[src/rtl/dram_pkg.sv]
// Shared definitions for the DRAM command sequencer: command codes, sequencer
// states, address field positions and a small constant helper.
package dram_pkg;

    localparam logic [2:0] CMD_NOP  = 3'd0;
    localparam logic [2:0] CMD_ACT  = 3'd1;
    localparam logic [2:0] CMD_PRE  = 3'd2;
    localparam logic [2:0] CMD_RD   = 3'd3;
    localparam logic [2:0] CMD_WR   = 3'd4;
    localparam logic [2:0] CMD_REF  = 3'd5;
    localparam logic [2:0] CMD_PREA = 3'd6;

    typedef enum logic [3:0] {
        ST_IDLE,
        ST_PRECHARGE,
        ST_WAIT_RP,
        ST_ACTIVATE,
        ST_WAIT_RCD,
        ST_ACCESS,
        ST_WAIT_CL,
        ST_DONE,
        ST_REF_PREA,
        ST_REF_WAIT_RP,
        ST_REF_CMD,
        ST_REF_WAIT
    } state_e;

    // Address layout: bank = addr[12:10], row = addr[9:3], col = addr[2:0]
    localparam int COL_LSB  = 0;
    localparam int ROW_LSB  = 3;
    localparam int BANK_LSB = 10;

    function automatic int max_of4(input int a, input int b, input int c, input int d);
        int m;
        m = a;
        if (b > m) m = b;
        if (c > m) m = c;
        if (d > m) m = d;
        return m;
    endfunction

endpackage

[src/rtl/dram_address_translator.sv]
// Splits a request address into bank, row and column fields.
module dram_address_translator
    import dram_pkg::*;
#(
    parameter int ADDR_WIDTH = 13,
    parameter int BANK_W     = 3,
    parameter int ROW_W      = 7,
    parameter int COL_W      = 3
) (
    input  logic [ADDR_WIDTH-1:0] addr_i,
    output logic [BANK_W-1:0]     bank_o,
    output logic [ROW_W-1:0]      row_o,
    output logic [COL_W-1:0]      col_o
);

    assign bank_o = addr_i[BANK_LSB +: BANK_W];
    assign row_o  = addr_i[ROW_LSB  +: ROW_W];
    assign col_o  = addr_i[COL_LSB  +: COL_W];

endmodule

[src/rtl/dram_cmd_sequencer.sv]
// Open-page DRAM command sequencer: one request in flight, PRE/ACT/RD/WR with
// programmable spacing. Periodic refresh is built only when DRAM_REFRESH_EN is defined.
module dram_cmd_sequencer
    import dram_pkg::*;
#(
    parameter int ADDR_WIDTH   = 13,
    parameter int NUM_OF_BANKS = 8,
    parameter int NUM_OF_ROWS  = 128,
    parameter int NUM_OF_COLS  = 8,
    parameter int T_RP         = 3,
    parameter int T_RCD        = 3,
    parameter int T_CL         = 3,
    parameter int T_RFC        = 8,
    parameter int T_REFI       = 512
) (
    input  logic                            clk,
    input  logic                            rst_n,
    input  logic                            l2_req_valid,
    output logic                            l2_req_ready,
    input  logic [ADDR_WIDTH-1:0]           l2_req_address,
    input  logic                            l2_req_we,
    output logic                            l2_req_done,
    output logic [2:0]                      cmd,
    output logic [$clog2(NUM_OF_BANKS)-1:0] cmd_bank,
    output logic [$clog2(NUM_OF_ROWS)-1:0]  cmd_row,
    output logic [$clog2(NUM_OF_COLS)-1:0]  cmd_col
);

    localparam int BANK_W = $clog2(NUM_OF_BANKS);
    localparam int ROW_W  = $clog2(NUM_OF_ROWS);
    localparam int COL_W  = $clog2(NUM_OF_COLS);
    localparam int MAX_T  = max_of4(T_RP, T_RCD, T_CL, T_RFC);
    localparam int CNT_W  = $clog2(MAX_T) + 1;

    state_e                             state_q;
    logic [ADDR_WIDTH-1:0]              addr_q;
    logic                               we_q;
    logic [NUM_OF_BANKS-1:0]            open_q;
    logic [NUM_OF_BANKS-1:0][ROW_W-1:0] row_tbl_q;
    logic [CNT_W-1:0]                   cnt_q;
    logic                               refresh_due;

    logic [BANK_W-1:0] bank_q;
    logic [ROW_W-1:0]  row_q;
    logic [COL_W-1:0]  col_q;
    logic [BANK_W-1:0] req_bank;
    logic [ROW_W-1:0]  req_row;
    logic [COL_W-1:0]  unused_req_col;

    dram_address_translator #(
        .ADDR_WIDTH(ADDR_WIDTH), .BANK_W(BANK_W), .ROW_W(ROW_W), .COL_W(COL_W)
    ) u_xlat_latched (
        .addr_i (addr_q),
        .bank_o (bank_q),
        .row_o  (row_q),
        .col_o  (col_q)
    );

    // The hit/miss decision is taken in the handshake cycle, before addr_q holds the request.
    dram_address_translator #(
        .ADDR_WIDTH(ADDR_WIDTH), .BANK_W(BANK_W), .ROW_W(ROW_W), .COL_W(COL_W)
    ) u_xlat_req (
        .addr_i (l2_req_address),
        .bank_o (req_bank),
        .row_o  (req_row),
        .col_o  (unused_req_col)
    );

`ifdef DRAM_REFRESH_EN
    localparam int REFI_W = $clog2(T_REFI);
    logic [REFI_W-1:0] refi_cnt_q;
    logic              ref_pend_q;
    logic              refi_wrap;

    assign refi_wrap   = (refi_cnt_q == REFI_W'(T_REFI - 1));
    assign refresh_due = ref_pend_q | refi_wrap;
`else
    logic unused_refresh_cfg;
    assign unused_refresh_cfg = (T_REFI > 0);
    assign refresh_due        = 1'b0;
`endif

    always_ff @(posedge clk or negedge rst_n) begin
        if (!rst_n) begin
            state_q   <= ST_IDLE;
            addr_q    <= '0;
            we_q      <= 1'b0;
            open_q    <= '0;
            row_tbl_q <= '0;
            cnt_q     <= '0;
`ifdef DRAM_REFRESH_EN
            refi_cnt_q <= '0;
            ref_pend_q <= 1'b0;
`endif
        end else begin
            case (state_q)
                ST_IDLE: begin
                    if (refresh_due) begin
                        state_q <= ST_REF_PREA;
                    end else if (l2_req_valid) begin
                        addr_q <= l2_req_address;
                        we_q   <= l2_req_we;
                        if (open_q[req_bank] && (row_tbl_q[req_bank] == req_row))
                            state_q <= ST_ACCESS;
                        else if (open_q[req_bank])
                            state_q <= ST_PRECHARGE;
                        else
                            state_q <= ST_ACTIVATE;
                    end
                end
                ST_PRECHARGE: begin
                    open_q[bank_q] <= 1'b0;
                    if (T_RP > 1) begin
                        state_q <= ST_WAIT_RP;
                        cnt_q   <= CNT_W'(T_RP - 1);
                    end else begin
                        state_q <= ST_ACTIVATE;
                    end
                end
                ST_WAIT_RP: begin
                    if (cnt_q == CNT_W'(1)) state_q <= ST_ACTIVATE;
                    else                    cnt_q   <= cnt_q - 1'b1;
                end
                ST_ACTIVATE: begin
                    open_q[bank_q]    <= 1'b1;
                    row_tbl_q[bank_q] <= row_q;
                    if (T_RCD > 1) begin
                        state_q <= ST_WAIT_RCD;
                        cnt_q   <= CNT_W'(T_RCD - 1);
                    end else begin
                        state_q <= ST_ACCESS;
                    end
                end
                ST_WAIT_RCD: begin
                    if (cnt_q == CNT_W'(1)) state_q <= ST_ACCESS;
                    else                    cnt_q   <= cnt_q - 1'b1;
                end
                ST_ACCESS: begin
                    if (T_CL > 1) begin
                        state_q <= ST_WAIT_CL;
                        cnt_q   <= CNT_W'(T_CL - 1);
                    end else begin
                        state_q <= ST_DONE;
                    end
                end
                ST_WAIT_CL: begin
                    if (cnt_q == CNT_W'(1)) state_q <= ST_DONE;
                    else                    cnt_q   <= cnt_q - 1'b1;
                end
                ST_DONE: state_q <= ST_IDLE;
`ifdef DRAM_REFRESH_EN
                ST_REF_PREA: begin
                    if (T_RP > 1) begin
                        state_q <= ST_REF_WAIT_RP;
                        cnt_q   <= CNT_W'(T_RP - 1);
                    end else begin
                        state_q <= ST_REF_CMD;
                    end
                end
                ST_REF_WAIT_RP: begin
                    if (cnt_q == CNT_W'(1)) state_q <= ST_REF_CMD;
                    else                    cnt_q   <= cnt_q - 1'b1;
                end
                ST_REF_CMD: begin
                    if (T_RFC > 1) begin
                        state_q <= ST_REF_WAIT;
                        cnt_q   <= CNT_W'(T_RFC - 1);
                    end else begin
                        state_q    <= ST_IDLE;
                        open_q     <= '0;
                        row_tbl_q  <= '0;
                        ref_pend_q <= 1'b0;
                    end
                end
                ST_REF_WAIT: begin
                    if (cnt_q == CNT_W'(1)) begin
                        state_q    <= ST_IDLE;
                        open_q     <= '0;
                        row_tbl_q  <= '0;
                        ref_pend_q <= 1'b0;
                    end else begin
                        cnt_q <= cnt_q - 1'b1;
                    end
                end
`endif
                default: state_q <= ST_IDLE;
            endcase
`ifdef DRAM_REFRESH_EN
            // Placed after the case so a wrap is never lost to a same-cycle clear.
            refi_cnt_q <= refi_wrap ? '0 : refi_cnt_q + 1'b1;
            if (refi_wrap) ref_pend_q <= 1'b1;
`endif
        end
    end

    always_comb begin
        cmd          = CMD_NOP;
        cmd_bank     = '0;
        cmd_row      = '0;
        cmd_col      = '0;
        l2_req_done  = 1'b0;
        l2_req_ready = (state_q == ST_IDLE) && !refresh_due;
        case (state_q)
            ST_PRECHARGE: begin
                cmd      = CMD_PRE;
                cmd_bank = bank_q;
            end
            ST_ACTIVATE: begin
                cmd      = CMD_ACT;
                cmd_bank = bank_q;
                cmd_row  = row_q;
            end
            ST_ACCESS: begin
                cmd      = we_q ? CMD_WR : CMD_RD;
                cmd_bank = bank_q;
                cmd_col  = col_q;
            end
            ST_DONE: l2_req_done = 1'b1;
`ifdef DRAM_REFRESH_EN
            ST_REF_PREA: begin
                if (|open_q) cmd = CMD_PREA;
            end
            ST_REF_CMD: cmd = CMD_REF;
`endif
            default: ;
        endcase
    end

endmodule

[config.mk]
export PLATFORM = sky130hd
export DESIGN_NAME = dram_cmd_sequencer
export DESIGN_NICKNAME = d
export VERILOG_FILES = /design/src/rtl/dram_pkg.sv /design/src/rtl/dram_address_translator.sv /design/src/rtl/dram_cmd_sequencer.sv
export SDC_FILE = /design/constraint.sdc
export NUM_CORES = 1
export LEC_CHECK = 0
export ABC_AREA = 1
export CORE_UTILIZATION = 45
export CTS_CLUSTER_SIZE = 16
export DETAILED_ROUTE_END_ITERATION = 6
export PLACE_DENSITY = 0.69
export SYNTH_ARGS = -nofsm -noshare
export SYNTH_HDL_FRONTEND = slang
export SYNTH_HIERARCHICAL = 1
export SYNTH_SLANG_ARGS = --single-unit
[constraint.sdc]
create_clock -name clk -period 1.75 [get_ports clk]
set_input_delay 0.2625 -clock clk [delete_from_list [all_inputs] [get_ports clk]]
set_output_delay 0.2625 -clock clk [all_outputs]
set_load 0.1 [all_outputs]
# Word level (Yosys, flattened, before mapping)
# Cells that the tools add are included.
# totals
register_bits,86
inputBits,17
out_inout_bits,18
elab_cells,69
# classes
add_sub_neg,1
order_cmp,3
eq_ne,14
muxes,25
bitwise_logic,3
n_reduce_logical,10
# op_table
operator,n
bitwise mux 56 bit,1
one-hot mux 4 bit (7 select lines),1
binary-select mux 7 bit (select 3 bit),1
demux 7 bit (select 3 bit),1
two-way mux 7 bit,3
two-way mux 4 bit,5
"equality test 4 x 3 -> 1 bit, second input constant",4
one-hot mux 8 bit (2 select lines),1
two-way mux 3 bit,4
"inequality test 2 bit, second input constant",5
one-hot mux 3 bit (3 select lines),1
AND 8 bit,1
"equality test 4 x 1 -> 1 bit, second input constant",2
"equality test 4 x 2 -> 1 bit, second input constant",2
"less-than comparator 3 x 4 -> 1 bit, second input constant",2
NOT 8 bit,1
OR 8 bit,1
one-hot mux 4 bit (2 select lines),1
equality test 7 bit,1
OR reduction 3 bit,2
logical NOT 4 bit,1
AND reduction 2 bit,2
AND reduction 4 bit,1
nonzero test 2 bit,2
7 further kinds,10

# Longest topological paths before layout
# logic_depth
depth_word,7
depth_mapped,16

# Hierarchy
# The synthesis kept the hierarchy.
# by_module_without_submodules
mod,instances,cells_per_inst,area_per_inst_um2
dram_cmd_sequencer,1,547,4339.2
dram_address_translator,2,13,97.6

# Worst setup path before layout
# OpenSTA, ideal clock, no wires.
# synth_timing
path_type,reg-to-output
startpoint,reg state_q[1]
endpoint,out cmd[0]
t_arrival_ns,2.811
t_required_ns,1.487
path_slack_ns,-1.323
path_stages_with_launch,4
n_path_buf,0
path_cell_list,dfrtp_1 inv_1 nand3_1 o21ai_0
# synth_via
elab_chain_cells,2
elab_cells_between_ends,4
cone_classes,3 x eq/ne; 1 x mux
# synth_rtl
item,line,text
"start, declared",dram_cmd_sequencer.sv:35,state_e state_q;
"start signal, assigned",dram_cmd_sequencer.sv:85,state_q <= ST_IDLE;
"start signal, assigned",dram_cmd_sequencer.sv:99,state_q <= ST_REF_PREA;
"start signal, assigned",dram_cmd_sequencer.sv:104,state_q <= ST_ACCESS;
"equality test 4 x 3 -> 1 bit, or another cell as far along",dram_cmd_sequencer.sv:203,case (state_q)
one-hot mux 3 bit (3 select lines) (*),dram_cmd_sequencer.sv:203,
"end, declared",dram_cmd_sequencer.sv:23,"output logic [2:0] cmd,"
# Mark *: on every way between the ends. The rest lies on a longest branch, timed or not.

# Worst setup path in the final report
# layout_timing
startpoint,reg state_q[2]
endpoint,out cmd_bank[1]
# layout_via
elab_chain_cells,3
elab_cells_between_ends,5
cone_classes,3 x eq/ne; 1 x mux; 1 x reduce/logical
# layout_rtl
item,line,text
"equality test 4 x 3 -> 1 bit, or another cell as far along",dram_cmd_sequencer.sv:203,
OR reduction 3 bit (no line) (*),n/a,
two-way mux 3 bit (*),dram_cmd_sequencer.sv:203,
"end, declared",dram_cmd_sequencer.sv:24,"output logic [$clog2(NUM_OF_BANKS)-1:0] cmd_bank,"
# Marks and branches as above.

==> summary.md <==
| Metric | Value |
|---|---|
| Crit path DAT | 1.61 ns |
| Routed Antenna Nets | 0 |
| ANT cells | 0 |
| Worst Slack Setup Final | -0.121 ns |
| Worst Path Required | 1.49 ns |
| PD cells | 1550 nW/um^2 |
| Switch Pwr | 3.95 mW |
| Total of max-cap violations | 0 |
| Slew margin rel. | 70.9% |
| Failing checks | setup timing |
| Clk root buf | clkbuf_8 |
| Drt pass-1 iters | 5 |
| Max Slew Vio Count | 0 |
| Final hold violations | 0 |
| Final wirelength | 10700 um |
| Final #Nets | 628 |
| Int Pwr | 4.95 mW |
| Die width | 102 um |
| Rows | 36 |
| Worst VDD drop | 0.833 mV |
| Max incr delay on CP | 0.46 ns |
| YS warnings | 6 |
| Critical-path cell list | buf_12 > nor2_8 > inv_4 > nand2_4 > inv_8 > nand2_8 > inv_8 > nor2_4 > buf_12 |
| Fraction of layout cells with a size suffix above 1 | 21.3% |
| Largest net degree at the start of global routing | 41 |
| Syn_nets | 589 |
| Total Routing Usage GR | 22.3% |
| Buf/Inv on CP | 5 |
| CTS sink cnt | 85 |
| Skew-Pair Late Insertion Delay | 0.36 ns |
| CTS H-tree depth | 3 |
| CTS clk-pin slew, worst paths | 0.09 ns |
| Comb power frac | 49.5% |
| Syn Area/Cell | 7.92 um^2 |
| Final GP Congestion | 0.911 |
| Static Leak | 2.71 nW |
| Drt via density | 5.03 |
| Worst min path class | in2async |
| Die Y | 102 um |
| Worst Path Max Fanout | 4 |
| Residual DRC | 0 |
| Via Count | 3755 |
| Clock share of power | 16.7% |
| Global-route wire length before repair | 17700 um |
| HPWL after DPL | 7470 um |
| Sequential Power Share | 33.7% |
| RSZ-0062 raised after global routing | true |
| Placed inst area | 5300 um^2 |
| TritonCTS clock tree | built |
| Slew @ Worst Pin | 0.437 ns |
| Clock Skew | 0.00809 ns |
| Worst setup EP type | output port |
| CP delay by family, top | flip-flops |
| Most common cell after layout, fill and taps aside | nand2_1 |
| Gate count after technology mapping | 570 |
| DR iter-0 viols | 194 |
| Pre-CTS setup slack | -0.305 ns |
| Slowest-stage cell, CP | dfrtp_2 |
| Startpoint types | register |
| CTS buffer count | 9 |
| Final setup fails | 41 |
| Initial antenna violation count | 0 |
| Min Clock Period, post-route | 1.87 ns |
| Crit path kind | reg2out |
| Layout area overhead | 27.4% |
| Gr ovfl total | 0 |
| Boundary pin count | 35 |
| Max Freq | 535 MHz |
| WL/cell | 14.3 um |
| Syn Std Cell Area | 4510 um^2 |
| Vias in the first global route | 3573 |
| Most frequent cells in the layout | nand2_1, dfrtp_1, inv_1 |
| Status | finished, violations left |
| Final critical-path share of the clock period | 107% |
| Post-route cell area | 5750 um^2 |
| Net Sw Frac | 44.4% |
| Clk buf depth | 2 |
| Die Area | 10400 um^2 |
| Core Region | 9730 um^2 |
| Initial Util | 46.4% |
| Port-buffer cells | 34 |
## what timing repair did
action	4_1_cts	5_1_grt
resized for setup	15	13
cloned	0	1
pin swaps	4	5
hold endpoints to repair	24	0
hold buffers	1	0
setup endpoints to repair	16	81
buffers inserted	5	4
## stage by stage
stage	power (mW)	hold slack (ns)	TNS (ns)	util (%)	std cells
after floorplan	5.97	-0.0331	-2.63	-	570
after global routing	9.44	0.392	-9.07	59.1	747
after CTS	8.77	0.376	-1.65	57.9	742
after detailed placement	7.00	0.222	-0.409	54.5	720
final	8.90	0.368	-1.55	59.1	747
after global placement	6.89	0.222	-0.288	54.5	720
## worst reg2reg max path, delay by kind of cell, from the launching register on
family	cells	cell delay, ns
buffers and inverters	5	0.61
and+or+nand+nor	5	0.54
DFF	1	0.46
AOI/OAI and AO/OA	1	0.06
## power by group through the flow
stage | logic (mW) | registers [mW] | clock network (mW)
2_1_floorplan | 3.09 | 2.89 | 0
3_3_place_gp | 3.88 | 3.00 | 0
3_5_place_dp | 3.96 | 3.04 | 0
4_1_cts | 4.25 | 2.99 | 1.53
5_1_grt | 4.75 | 3.08 | 1.61
6_report | 4.41 | 3.00 | 1.49
## sequential cells by signal (all words and copies together), names as in the netlist, named ones only
| name | count |
|---|---|
| state_q | 3 |
| cnt_q | 4 |
| row_tbl_q | 56 |
| we_q | 1 |
| addr_q | 13 |
## cell type report
type / count / area (um^2)
Tap cell: 133 / 166
Inverter: 88 / 354
Timing Repair Buffer: 70 / 887
Multi-Input combinational cell: 355 / 2000
Fill cell: 862 / 3980
Clock buffer: 10 / 138
Clock inverter: 6 / 76.3
Sequential cell: 85 / 2130
## metal layers
layer	vias to the layer above	GRT usage, %	wire, um
met5	-	0	0
met4	0	6.04	95
met3	8	3.90	447
met1	1811	29.6	4750
met2	83	37.7	5380
li1	1853	-	-
## worst paths after layout
check,start,endpoint,slack [ns],depth (start not counted)
hold reg to reg,row_tbl_q[25]$_DFFE_PN0P_,row_tbl_q[25]$_DFFE_PN0P_,0.50,2
setup / recovery,state_q[2]$_DFFE_PN0P_,cmd_bank[1],-0.12,9
max in group asynchronous,rst_n,row_tbl_q[22]$_DFFE_PN0P_,0.85,3
min in group clk,l2_req_we,we_q$_DFFE_PN0P_,0.49,3
hold / removal,rst_n,async pin,0.37,2
setup reg to reg,state_q[2]$_DFFE_PN0P_,row_tbl_q[55]$_DFFE_PN0P_,-0.05,11
Power figures use the tool's default switching activity.
